## src/rtl/tpu_pkg.sv

```systemverilog
// Shared types and address map for the 2x2 systolic TPU control path.
package tpu_pkg;

   localparam int unsigned ADDR_W    = 3;
   localparam int unsigned W_BASE    = 0;
   localparam int unsigned IN_BASE   = 4;
   localparam int unsigned LAST_ADDR = 7;
   localparam int unsigned OUT_BYTES = 8;

   typedef enum logic [2:0] {
      S_IDLE    = 3'd0,
      S_LOAD    = 3'd1,
      S_CLEAR   = 3'd2,
      S_COMPUTE = 3'd3,
      S_OUTPUT  = 3'd4
   } seq_state_e;

endpackage

```

## src/rtl/tpu_seq_counter.sv

```systemverilog
// 3-bit up counter with synchronous load, enable and terminal-count compare.
module tpu_seq_counter
   import tpu_pkg::*;
(
   input  logic              clk,
   input  logic              rst_n,
   input  logic              load,
   input  logic [ADDR_W-1:0] load_val,
   input  logic              en,
   input  logic [ADDR_W-1:0] tc_val,
   output logic [ADDR_W-1:0] count,
   output logic              tc_c
);

   // Load has priority over increment; increment wraps naturally.
   always_ff @(posedge clk or negedge rst_n) begin
      if (!rst_n) begin
         count <= '0;
      end else if (load) begin
         count <= load_val;
      end else if (en) begin
         count <= count + ADDR_W'(1);
      end
   end

   assign tc_c = (count == tc_val);

endmodule

```

## src/rtl/tpu_sequencer.sv

```systemverilog
// Job sequencer for the 2x2 systolic TPU: LOAD -> CLEAR -> COMPUTE -> OUTPUT.
// Optional weight reuse (skip addresses 0-3) is built when WEIGHT_REUSE_EN is defined.
module tpu_sequencer
   import tpu_pkg::*;
#(
   parameter int unsigned COMPUTE_CYCLES = 5
) (
   input  logic       clk,
   input  logic       rst_n,
   input  logic       load_en,
   input  logic       keep_w,
   input  logic       out_ready,
   output logic       mem_we,
   output logic [2:0] mem_addr,
   output logic       clear,
   output logic       mmu_en,
   output logic [2:0] mmu_cycle,
   output logic [1:0] res_sel,
   output logic       res_hi,
   output logic       out_valid,
   output logic       busy,
   output logic       done,
   output logic       overrun
);

   localparam logic [ADDR_W-1:0] STEP_LAST = ADDR_W'(COMPUTE_CYCLES - 1);
   localparam logic [ADDR_W-1:0] ADDR_LAST = ADDR_W'(LAST_ADDR);
   localparam logic [ADDR_W-1:0] K_LAST    = ADDR_W'(OUT_BYTES - 1);

   seq_state_e state_q, state_d;

   logic clear_d, mmu_en_d, out_valid_d, busy_d, done_d, overrun_d;

   logic [ADDR_W-1:0] addr_q, step_q, k_q;
   logic              addr_tc_c, step_tc_c, k_tc_c;
   logic              wr_ok_c, accept_c, step_en_c, step_wrap_c, addr_load_c;

   assign wr_ok_c     = (state_q == S_IDLE) || (state_q == S_LOAD);
   assign mem_we      = rst_n && load_en && wr_ok_c;
   assign accept_c    = (state_q == S_OUTPUT) && out_ready;
   assign step_en_c   = (state_q == S_COMPUTE);
   assign step_wrap_c = step_en_c && step_tc_c;

`ifdef WEIGHT_REUSE_EN
   logic w_valid_q;
   logic reuse_c;

   // Reuse decision is taken on the job's first byte only, hence the IDLE qualifier.
   assign reuse_c     = keep_w && w_valid_q && (state_q == S_IDLE);
   assign addr_load_c = mem_we && reuse_c;
   assign mem_addr    = reuse_c ? ADDR_W'(IN_BASE) : addr_q;

   always_ff @(posedge clk or negedge rst_n) begin
      if (!rst_n) begin
         w_valid_q <= 1'b0;
      end else if (mem_we && (state_q == S_LOAD) && addr_tc_c) begin
         w_valid_q <= 1'b1;
      end
   end
`else
   logic unused_keep_w;

   assign unused_keep_w = keep_w;
   assign addr_load_c   = 1'b0;
   assign mem_addr      = addr_q;
`endif

   // Operand byte address: advances on every accepted write, wraps 7 -> 0.
   tpu_seq_counter u_addr_cnt (
      .clk      (clk),
      .rst_n    (rst_n),
      .load     (addr_load_c),
      .load_val (ADDR_W'(IN_BASE + 1)),
      .en       (mem_we),
      .tc_val   (ADDR_LAST),
      .count    (addr_q),
      .tc_c     (addr_tc_c)
   );

   // Compute step index: held at 0 through CLEAR, counts during COMPUTE.
   tpu_seq_counter u_step_cnt (
      .clk      (clk),
      .rst_n    (rst_n),
      .load     (step_wrap_c),
      .load_val ('0),
      .en       (step_en_c),
      .tc_val   (STEP_LAST),
      .count    (step_q),
      .tc_c     (step_tc_c)
   );

   // Output byte index k; only moves on a handshake so the select is stable under backpressure.
   tpu_seq_counter u_out_cnt (
      .clk      (clk),
      .rst_n    (rst_n),
      .load     (1'b0),
      .load_val ('0),
      .en       (accept_c),
      .tc_val   (K_LAST),
      .count    (k_q),
      .tc_c     (k_tc_c)
   );

   assign mmu_cycle = step_q;
   assign res_sel   = k_q[2:1];
   assign res_hi    = k_q[0];

   always_ff @(posedge clk or negedge rst_n) begin
      if (!rst_n) begin
         state_q   <= S_IDLE;
         clear     <= 1'b0;
         mmu_en    <= 1'b0;
         out_valid <= 1'b0;
         busy      <= 1'b0;
         done      <= 1'b0;
         overrun   <= 1'b0;
      end else begin
         state_q   <= state_d;
         clear     <= clear_d;
         mmu_en    <= mmu_en_d;
         out_valid <= out_valid_d;
         busy      <= busy_d;
         done      <= done_d;
         overrun   <= overrun_d;
      end
   end

   // Next state plus next values of the registered status outputs.
   always_comb begin
      state_d   = state_q;
      overrun_d = overrun;
      done_d    = 1'b0;

      unique case (state_q)
         S_IDLE: begin
            if (load_en) begin
               state_d   = S_LOAD;
               overrun_d = 1'b0;
            end
         end
         S_LOAD: begin
            if (load_en && addr_tc_c) begin
               state_d = S_CLEAR;
            end
         end
         S_CLEAR: begin
            state_d = S_COMPUTE;
            if (load_en) overrun_d = 1'b1;
         end
         S_COMPUTE: begin
            if (step_tc_c) state_d = S_OUTPUT;
            if (load_en) overrun_d = 1'b1;
         end
         S_OUTPUT: begin
            if (out_ready && k_tc_c) begin
               state_d = S_IDLE;
               done_d  = 1'b1;
            end
            if (load_en) overrun_d = 1'b1;
         end
         default: state_d = S_IDLE;
      endcase

      clear_d     = (state_d == S_CLEAR);
      mmu_en_d    = (state_d == S_COMPUTE);
      out_valid_d = (state_d == S_OUTPUT);
      busy_d      = (state_d != S_IDLE);
   end

endmodule

```

## config.mk

```make
export PLATFORM = sky130hd
export DESIGN_NAME = tpu_sequencer
export DESIGN_NICKNAME = d
export VERILOG_FILES = /design/src/rtl/tpu_pkg.sv /design/src/rtl/tpu_seq_counter.sv /design/src/rtl/tpu_sequencer.sv
export SDC_FILE = /design/constraint.sdc
export NUM_CORES = 1
export LEC_CHECK = 0
export CAP_MARGIN = 20
export CORE_MARGIN = 2
export CORE_UTILIZATION = 40
export CTS_CLUSTER_SIZE = 10
export DETAILED_ROUTE_END_ITERATION = 8
export GPL_ROUTABILITY_DRIVEN = 0
export PLACE_DENSITY_LB_ADDON = 0.15
export SLEW_MARGIN = 0
export SYNTH_ARGS = -nofsm -noshare
export SYNTH_HDL_FRONTEND = slang
export SYNTH_SLANG_ARGS = --single-unit
```

## constraint.sdc

```tcl
create_clock -name clk -period 1.6 [get_ports clk]
set_clock_uncertainty 0.2 [all_clocks]
set_input_delay 0.32 -clock clk [delete_from_list [all_inputs] [get_ports clk]]
set_output_delay 0.32 -clock clk [all_outputs]
set_load 0.02 [all_outputs]
```

==> metrics <==
post-synthesis cell area=896 sq um; routed length per instance=about 13 um; CTS tree=yes; Max Cap Violations=0; register area share after synthesis=50.3%; cells after synthesis=67; Vias=between 600 and 700; ant diodes=0; Tot GR Track Use=13.7%; critical path peak fanout=2; failing checks=negative setup slack; initial antenna violation count=0; PortBufs=19; Area growth syn-to-layout=30.9%; Critical path buffers and inverters=1; #FFs+latches synth=18; final WL=between 1.5 and 2 mm; R2R Path Start=state_q[1]; most frequent cells in the layout=dfrtp_1 (18), dlygate4sd2_1 (15), buf_4 (9); relative slew slack=between 70% and 80%; # setup viols final=1; FF-to-FF setup slack=0.04 ns; worst setup margin=-0.0737 ns; Clk Latency, worst-skew pair=0.28 ns; Pre-antenna DRT Iters=4; R2R depth=3; die width=slightly above 50 um; Post-DP HPWL=approximately 1.2 mm; row count=17; WP data required=roughly 1.1 ns; crit path time final=approximately 1.7 ns; Avg Inst Size Synth=~13 sq um; Total Power=between 2000 and 2500 uW; final hold vios=0; CP Cell Sequence=and4bb_4 > buf_6; Synth warnings=0; CTS max path bufs=2; Final Slew Violations=0; Vert. Die Dim=roughly 51 um; Worst Hold End=u_addr_cnt.count[0]; Slowest-stage cell, CP=dfrtp_1; CP top delay family=flip-flops; io pins=21; post-route DRC violation count=0; number of global-route vias before repair=571; max incr delay on CP=about 0.39 ns; Setup CP Type=flop to output pin; run status=complete, but fails checks; RSZ-0062 raised after global routing=true; clk sinks=18; fill count=221; Clock Tree Root=clkbuf_4; Reg clk slew, reported paths=~0.09 ns; Critical Path Start Type=flop; commonest non-fill, non-tap cell in the layout=dfrtp_1; largest net degree at the start of global routing=19; min-delay src=u_addr_cnt.count[0]; count of cell types in the netlist=31; CTS Buf Count=3; Area contributors post-synth=dfrtp_1 (50%), ha_1 (8.4%), mux2_2 (5.0%); CP Capture Type=output pin; core area=about 2200 sq um; worst slew pin tran=between 0.2 and 0.3 ns; die footprint=around 2600 sq um; Worst EP arrival=approximately 1.2 ns; number of vias per cell=approximately 5; Overflow after GRT=0; PwrDens=between 1500 and 2000 nW/um^2; Synth top area share=between 50% and 60%; hold slack=0.296 ns; Min-Delay Path Class=flop to flop; Post-Syn Nets=slightly below 80; worst ir drop on vdd=1150 uV; Leak=between 0.0005 and 0.0006 uW; highest clock rate=~600 MHz; CTS H-tree depth=1; Initial Util=~41%; sum of negative setup slack=-0.0737 ns; Routed Antenna Nets=0; Hold Path Stages=1; first-pass GRT wire length=2.62 mm; layout cells sized above 1=a little under a third; r2r endpoint=u_out_cnt.count[2]; DRT iter0 DRCs=8; fin crit share=105%; Synth area leader=dfrtp_1; final net count=109
-- kinds of logic (layout without fill, tap and decap cells) --
group,after synthesis,count (layout),synth area share [%]
XOR/XNOR,2,2,1.96
buffers and inverters,5,34,3.91
adder cells (fa/ha/maj),6,6,8.38
AO/OA/AOI/OAI,11,11,10.5
AND/OR/NAND/NOR,19,19,16.6
flip-flops,18,18,50.3
multiplexers,6,6,8.38
-- metal layers --
| metal | track usage, % | vias to the layer above | part of all wire (%) |
|---|---|---|---|
| met3 | 3.51 | 2 | 3.8 |
| met5 | 0 | - | 0 |
| met1 | 18.4 | 306 | 46 |
| met2 | 21.2 | 16 | 49 |
| met4 | 5.26 | 0 | 1.1 |
| li1 | - | 308 | - |
-- layout make-up --
type / instances / area [sq um] / area share, %
flip-flops and latches: 18 / 450 / 38.4
multi-input cells: 44 / 417 / 35.5
repair buffers: 29 / 240 / 20.5
well taps: 28 / 35.0 / 2.99
clock buffers: 3 / 22.5 / 1.92
inverters: 2 / 7.51 / 0.640
-- cells in the mapped netlist --
cell,instances
nor4_1,1
a21oi_1,2
and2_1,1
mux2_2,4
and3_1,2
o21ai_0,1
and4bb_4,2
nand2_1,1
or2_4,1
nor2b_1,1
nand3_1,1
or3b_1,1
o22a_1,1
a21boi_0,1
nand2b_1,1
inv_1,2
o221a_2,1
nor2_1,4
dfrtp_1,18
or2b_1,1
o22ai_1,1
ha_1,6
o32ai_2,1
and4b_1,1
mux2_4,2
nand3b_4,1
a211o_1,1
buf_6,2
a32o_1,2
buf_2,1
xor2_1,2
-- power breakdown --
part | internal, uW | switching [uW]
Combinational | 563 | 587
Clock | 87.4 | 130
Sequential | 641 | 130
-- repair_timing --
action                                  CTS  global route
endpoints found under the hold margin    18             0
setup buffers                             0             1
endpoints found under the setup margin   16             6
gates cloned                              0             0
hold buffers                              1             0
pin swaps                                 1             1
resized for setup                        23             6
-- through the flow --
step / instance area [sq um] / worst slack [ns] / instances / utilization [%]
after floorplan: 896 / 0.0470 / 67 / -
after global placement: 1150 / -0.590 / 119 / 53.2
after detailed placement: 1150 / -0.595 / 119 / 53.2
after CTS: 1170 / -0.0939 / 123 / 53.7
after global routing: 1170 / -0.131 / 124 / 54.0
final: 1170 / -0.0737 / 124 / 54.0
-- worst max path at each step --
| stage | from | to | cells past startpoint |
|---|---|---|---|
| 5_1_grt | state_q[2] | mem_we | 2 |
| 6_report | state_q[2] | mem_we | 2 |
| 3_5_place_dp | load_en | mem_we | 3 |
| 3_3_place_gp | rst_n | mem_we | 3 |
| 2_1_floorplan | u_addr_cnt.count[0] | state_q[0] | 4 |
| 4_1_cts | state_q[1] | mem_we | 2 |
-- state kept, by name, summed over array words and instances (netlist names) --
signal,count
overrun,1
u_addr_cnt.count,3
clear,1
done,1
u_out_cnt.count,3
out_valid,1
state_q,3
u_step_cnt.count,3
busy,1
mmu_en,1
(Power assumes the default switching activity.)
